==> src/rtl/fibo_host_ctrl.sv <==
// fibo_host_ctrl: host-side controller that hands one argument at a time to an
// ap_ctrl_hs callee, waits for its completion (bounded by a cycle timeout) and
// presents the result, or a timeout error, to the host through a valid/ready
// response channel. It also counts the responses the host has accepted.
module fibo_host_ctrl #(
   parameter int DATA_W      = 32,
   parameter int TIMEOUT_CYC = 1024,
   parameter int CNT_W       = 16
) (
   input  logic              ap_clk,
   input  logic              ap_rst,
   input  logic              req_valid,
   output logic              req_ready,
   input  logic [DATA_W-1:0] req_n,
   output logic              resp_valid,
   input  logic              resp_ready,
   output logic [DATA_W-1:0] resp_data,
   output logic              resp_err,
   output logic              callee_ap_start,
   output logic [DATA_W-1:0] callee_n,
   input  logic              callee_ap_done,
   input  logic              callee_ap_ready,
   input  logic [DATA_W-1:0] callee_ap_return,
   output logic              busy,
   output logic [CNT_W-1:0]  done_count
);

   // TIMEOUT_CYC >= 2, so the last timer value always fits in this width
   localparam int TIMER_W = $clog2(TIMEOUT_CYC);
   localparam logic [TIMER_W-1:0] TIMER_LAST = TIMER_W'(TIMEOUT_CYC - 1);

   typedef enum logic [1:0] {
      IDLE  = 2'd0,
      ISSUE = 2'd1,
      WAIT  = 2'd2,
      RESP  = 2'd3
   } state_t;

   state_t             state;
   logic [TIMER_W-1:0] timer;

   // Handshake outputs are pure decodes of the state register, so no input
   // ever reaches an output combinationally.
   assign req_ready       = (state == IDLE);
   assign callee_ap_start = (state == ISSUE);
   assign resp_valid      = (state == RESP);
   assign busy            = (state != IDLE);

   // Job sequencing: accept, start the callee, wait for done or timeout, respond
   always_ff @(posedge ap_clk or posedge ap_rst) begin
      if (ap_rst) begin
         state      <= IDLE;
         timer      <= '0;
         callee_n   <= '0;
         resp_data  <= '0;
         resp_err   <= 1'b0;
         done_count <= '0;
      end else begin
         case (state)
            IDLE: begin
               if (req_valid) begin
                  callee_n <= req_n;
                  timer    <= '0;
                  state    <= ISSUE;
               end
            end
            ISSUE, WAIT: begin
               // done is checked first so a completion on the final timer
               // cycle is reported as a result, not as a timeout
               if (callee_ap_done) begin
                  resp_data <= callee_ap_return;
                  resp_err  <= 1'b0;
                  state     <= RESP;
               end else if (timer == TIMER_LAST) begin
                  resp_data <= '0;
                  resp_err  <= 1'b1;
                  state     <= RESP;
               end else begin
                  if (timer != '1) begin
                     timer <= timer + 1'b1;
                  end
                  if ((state == ISSUE) && callee_ap_ready) begin
                     state <= WAIT;
                  end
               end
            end
            RESP: begin
               // a stray callee done here is deliberately ignored
               if (resp_ready) begin
                  done_count <= done_count + 1'b1;
                  state      <= IDLE;
               end
            end
            default: state <= IDLE;
         endcase
      end
   end

endmodule

==> config.mk <==
export PLATFORM = sky130hd
export DESIGN_NAME = fibo_host_ctrl
export DESIGN_NICKNAME = d
export VERILOG_FILES = /design/src/rtl/fibo_host_ctrl.sv
export SDC_FILE = /design/constraint.sdc
export NUM_CORES = 1
export LEC_CHECK = 0
export CAP_MARGIN = 40
export CORE_MARGIN = 10
export CORE_UTILIZATION = 35
export CTS_CLUSTER_SIZE = 12
export DETAILED_ROUTE_END_ITERATION = 7
export DONT_BUFFER_PORTS = 1
export SYNTH_ARGS = -nofsm -noshare
export SYNTH_HDL_FRONTEND = slang
export SYNTH_SLANG_ARGS = --single-unit
export TNS_END_PERCENT = 50
==> constraint.sdc <==
create_clock -name ap_clk -period 5.4 [get_ports ap_clk]
set_clock_uncertainty 0.1 [all_clocks]
set_input_delay 0 -clock ap_clk [delete_from_list [all_inputs] [get_ports ap_clk]]
set_output_delay 0 -clock ap_clk [all_outputs]
set_load 0.1 [all_outputs]
# == Yosys cells after proc, flatten, opt, wreduce, memory -nomap -nowiden ==
# Cells that the tools add are included.
# word_totals
ff_bits,93
latch_bits,0
mem_count,0
mem_bits_ro,0
out_inout_bits,85
ram_bits,0
inputBits,70
# op_classes
bitwise,0
order_cmp,0
mux,15
n_reduce_logical,11
mul,0
addsub,2
shift,0
eq_ne,11
div,0
# ops
cell,count
32-bit two-way mux,2
10-bit two-way mux,4
10-bit case mux with 2 select lines,1
"16-bit by 1-bit adder with 16-bit output, second input constant",1
"10-bit by 1-bit adder with 10-bit output, second input constant",1
"10-bit equality test, second input constant",1
2-bit two-way mux,5
"10-bit inequality test, second input constant",1
"2-bit inequality test, second input constant",4
2-bit case mux with 3 select lines,1
2-bit AND reduction,3
2-bit nonzero test,3
5-bit AND reduction,1
"2-bit equality test, second input constant",2
"4-bit inequality test, second input constant",1
3-bit AND reduction,1
"2-bit by 1-bit equality test with 1-bit output, second input constant",1
2-bit logical NOT,1
1-bit two-way mux,2
"2-bit by 1-bit inequality test with 1-bit output, second input constant",1
2-bit OR reduction,1
1-bit logical AND,1

# == Longest topological paths before layout ==
# logic_depth
ltp_word,6
mapped_depth,7
mapped_depth_nobuf,6

# == Worst setup path after synthesis ==
# OpenSTA, ideal clock, no wires.
# synth_path
kind,reg-to-reg
startpoint,register state[1]
endpoint,register done_count[13]
n_path_buf,0
path_slack_ns,2.860
path_stages_with_launch,6
setup_ns,0.158
arrival_ns,2.282
cell_sequence,dfrtp_1 -> ha_1 -> nand3_1 -> nor4_1 -> nand3_1 -> xnor2_1
# synth_between
elab_chain_len,2
# synth_lines
item,line_no,source
start: declaration,39,state_t state;
start signal: assignment,52,state <= IDLE;
start signal: assignment,64,state <= ISSUE;
start signal: assignment,73,state <= RESP;
2-bit equality test,n/a,
via resp_valid,15,"output logic resp_valid,"
2-bit AND reduction (no line),n/a,
end signal: assignment,90,done_count <= done_count + 1'b1;
end: declaration,25,output logic [CNT_W-1:0] done_count
# The timed path passes the listed nets, and every way through them passes these cells.
# A chain may end at the register's enable or synchronous reset.

# == Final worst setup path ==
# layout_path
startpoint,register state[0]
endpoint,register state[0]
# layout_between
elab_chain_len,4
elab_cells_between_ends,11
# layout_lines
item,line_no
2-bit by 1-bit equality test with 1-bit output or 2-bit equality test (tied branches),"59, 82"
2-bit OR reduction or 1-bit logical AND (tied branches),"59, 82"
4-bit inequality test (no line),n/a
3-bit AND reduction (no line),n/a
# Several ways; a longest one is shown, not always the timed one.

==> run_summary.xml <==
<?xml version="1.0" encoding="UTF-8"?>
<metrics>
  <group name="placed_design">
    <metric name="number_of_port_buffers" unit="">0</metric>
    <metric name="dp_hpwl" unit="µm">8770</metric>
    <metric name="dpl_worst_slack" unit="ns">2.83</metric>
    <metric name="dp.cells" unit="">508</metric>
    <metric name="place.gp.congestion" unit="">0.765</metric>
  </group>
  <group name="clock_tree">
    <metric name="tritoncts" unit="">yes</metric>
    <metric name="cts_sinks" unit="">93</metric>
    <metric name="cts_max_path_buffers" unit="">2</metric>
    <metric name="worst_setup_hold_path_clk_slew" unit="ns">0.09</metric>
    <metric name="post_cts_resized" unit="">0</metric>
    <metric name="clk_root_buffer_cell" unit="">clkbuf_8</metric>
    <metric name="htree_depth" unit="">3</metric>
    <metric name="cts_made_buffers" unit="">9</metric>
    <metric name="clk-insertion-delay-late" unit="ns">0.37</metric>
    <metric name="postCtsSetupRepairBufs" unit="">0</metric>
  </group>
  <group name="worst_setup_path">
    <metric name="timing.critical_path.from_type" unit="">flop</metric>
    <metric name="timing.critical_path.fanout_max" unit="">20</metric>
    <metric name="cp-end-kind" unit="">flop</metric>
    <metric name="crit_type" unit="">reg2reg</metric>
    <metric name="critical_path_arrival" unit="ns">3.17</metric>
    <metric name="reg2reg_slack" unit="ns">2.38</metric>
    <metric name="critical_path_required" unit="ns">5.56</metric>
  </group>
  <group name="detailed_routing">
    <metric name="final_antenna_net_count" unit="">0</metric>
    <metric name="post-route-drc-count" unit="">0</metric>
    <metric name="drt_first_iter_violations" unit="">129</metric>
    <metric name="firstDrtPassIters" unit="">4</metric>
    <metric name="drt_wl_total" unit="µm">12900</metric>
    <metric name="wire_per_inst" unit="µm">21.6</metric>
    <metric name="route.vias.total" unit="">3045</metric>
    <metric name="viasPerCell" unit="">5.12</metric>
  </group>
  <group name="floorplan">
    <metric name="coreArea" unit="µm²">10800</metric>
    <metric name="die_outline_height" unit="µm">125</metric>
    <metric name="dieArea" unit="µm²">15700</metric>
    <metric name="die_width" unit="µm">125</metric>
    <metric name="placementRows" unit="">38</metric>
    <metric name="num_io_pins" unit="">155</metric>
    <metric name="initial_utilization" unit="%">35.9</metric>
  </group>
  <group name="job">
    <metric name="maxCapViolations" unit="">0</metric>
  </group>
  <group name="sta">
    <metric name="fin_hold_ws" unit="ns">0.0331</metric>
    <metric name="final_hold_viol_count" unit="">0</metric>
    <metric name="tightestPinTransition" unit="ns">0.824</metric>
    <metric name="rsz0062_at_grt" unit="">false</metric>
    <metric name="setup_ws_post_layout" unit="ns">2.38</metric>
    <metric name="slew_viol_final" unit="">0</metric>
    <metric name="maxClockFrequency" unit="MHz">331</metric>
    <metric name="min_period" unit="ns">3.02</metric>
    <metric name="slew_headroom" unit="%">45.0</metric>
    <metric name="tns" unit="ns">0</metric>
    <metric name="finalSetupViolCount" unit="">0</metric>
    <metric name="timing.final.crit_share" unit="%">55.9</metric>
  </group>
  <group name="synthesis">
    <metric name="count_of_flip_flops_with_a_built_in_enable_after_synthesis" unit="">0</metric>
    <metric name="synth_top_cells_by_area" unit="">dfrtp_1, mux2_2, a22o_1</metric>
    <metric name="synth_cell_types" unit="">42</metric>
    <metric name="postSynthRegisterBits" unit="">93</metric>
    <metric name="syn-mean-instance-area" unit="µm²">13.3</metric>
    <metric name="synth_largest_area_cell" unit="">dfrtp_1</metric>
    <metric name="fraction_of_synthesized_cell_area_taken_by_the_top_area_cell_type" unit="%">59.8</metric>
    <metric name="synth-warning-count" unit="">0</metric>
    <metric name="syn-cell-area" unit="µm²">3890</metric>
    <metric name="seq_area_frac_synth" unit="%">59.8</metric>
    <metric name="synth_nets" unit="">368</metric>
    <metric name="synth_async_sr_flop_share" unit="%">100</metric>
    <metric name="synth_ff_type" unit="">dfrtp_1</metric>
    <metric name="syn_inst" unit="">292</metric>
  </group>
  <group name="final_layout">
    <metric name="final_stage_net_count" unit="">526</metric>
    <metric name="antennaDiodeCount" unit="">0</metric>
    <metric name="flow.area_growth_from_synthesis" unit="%">85.5</metric>
    <metric name="final_layout_size_suffix_gt1_share" unit="%">32.7</metric>
    <metric name="mostFrequentLayoutCell" unit="">dfrtp_1</metric>
    <metric name="layout.cells.most_common_list" unit="">dfrtp_1, buf_16, dlygate4sd3_1, mux2_2, a22o_1</metric>
    <metric name="finish.cell_count_without_fillers" unit="">595</metric>
  </group>
  <group name="grt">
    <metric name="grt_pass1_wl" unit="µm">20000</metric>
    <metric name="pin_count_of_the_biggest_net_entering_global_routing" unit="">61</metric>
    <metric name="grt.total_usage" unit="%">16.1</metric>
    <metric name="antenna_found_initial" unit="">0</metric>
    <metric name="number_of_global_route_vias_before_repair" unit="">3470</metric>
    <metric name="globalRouteOverflowTotal" unit="">0</metric>
  </group>
  <group name="status">
    <metric name="run_status" unit="">finished, final reports clean</metric>
  </group>
  <group name="hold_path">
    <metric name="worstHoldPathType" unit="">in2reg</metric>
  </group>
</metrics>
final timing paths:
path                            from      endpoint  depth (start not counted)
max in group asynchronous     ap_rst  callee_n[29]                          3
hold reg to reg             timer[9]      timer[9]                          1
setup / recovery            state[0]      state[0]                          7
min in group asynchronous     ap_rst  callee_n[15]                          2
hold / removal             req_valid      timer[4]                          3
setup reg to reg            state[0]      state[0]                          7
cells in the mapped netlist, types with 5 or more instances:
cell and count:
nand2_1 14, and3_1 5, nand4_1 7, mux2_2 34, inv_1 9, nor3_1 6, nor2_1 5, nand3_1 9
dfrtp_1 93, xor2_1 6, ha_1 6, xnor2_1 9, a31oi_1 6, a22o_1 32
sequential cells by signal, summed over array words and instances (netlist names):
| name | cells |
|---|---|
| done_count | 16 |
| state | 2 |
| resp_err | 1 |
| resp_data | 32 |
| timer | 10 |
| callee_n | 32 |
critical path, stage by stage, from the launching register on:
cell	delay, ns
dfrtp_1	0.39
inv_1	0.09
ha_1	0.72
a21oi_1	0.07
o311ai_0	0.27
dlygate4sd3_1	0.59
o221ai_1	0.10
dlygate4sd3_1	0.57
what timing repair did:
action | in CTS | in global routing
setup endpoints to repair | 0 | 0
hold buffers | 70 | 0
hold endpoints to repair | 122 | 0
layout make-up:
type / count / area (µm²)
Fill cell: 712 / 3620
Timing Repair Buffer: 161 / 3040
Sequential cell: 93 / 2330
Multi-Input combinational cell: 176 / 1440
Tap cell: 140 / 175
Clock buffer: 11 / 141
Clock inverter: 5 / 50.0
Inverter: 9 / 35.0
routing by layer:
layer | up-vias | part of all wire (%) | global-route usage, %
met5 | - | 0 | 0
li1 | 1398 | - | -
met1 | 1534 | 35 | 15.8
met2 | 94 | 58 | 30.9
met4 | 0 | 2.3 | 6.78
met3 | 19 | 5.2 | 4.39
through the flow:
step	utilization (%)	instance area, µm²
5_1_grt	66.6	7220
3_5_place_dp	58.2	6300
6_report	66.6	7220
2_1_floorplan	-	3890
3_3_place_gp	37.0	4010
4_1_cts	66.4	7200
cells by family (layout without fill, tap and decap cells):
kind of cell | count (synthesis) | after routing | synth area share [%]
DFF | 93 | 93 | 59.8
and+or+nand+nor | 61 | 61 | 8.81
AOI/OAI and AO/OA | 58 | 58 | 12.6
muxes | 36 | 36 | 10.4
buffers and inverters | 23 | 186 | 3.09
xor gates and xnor gates | 15 | 15 | 3.38
adders and majority gates | 6 | 6 | 1.93
Power is not shown: default switching activity piles up to over one toggle a cycle in this logic, so the estimate is an artifact.
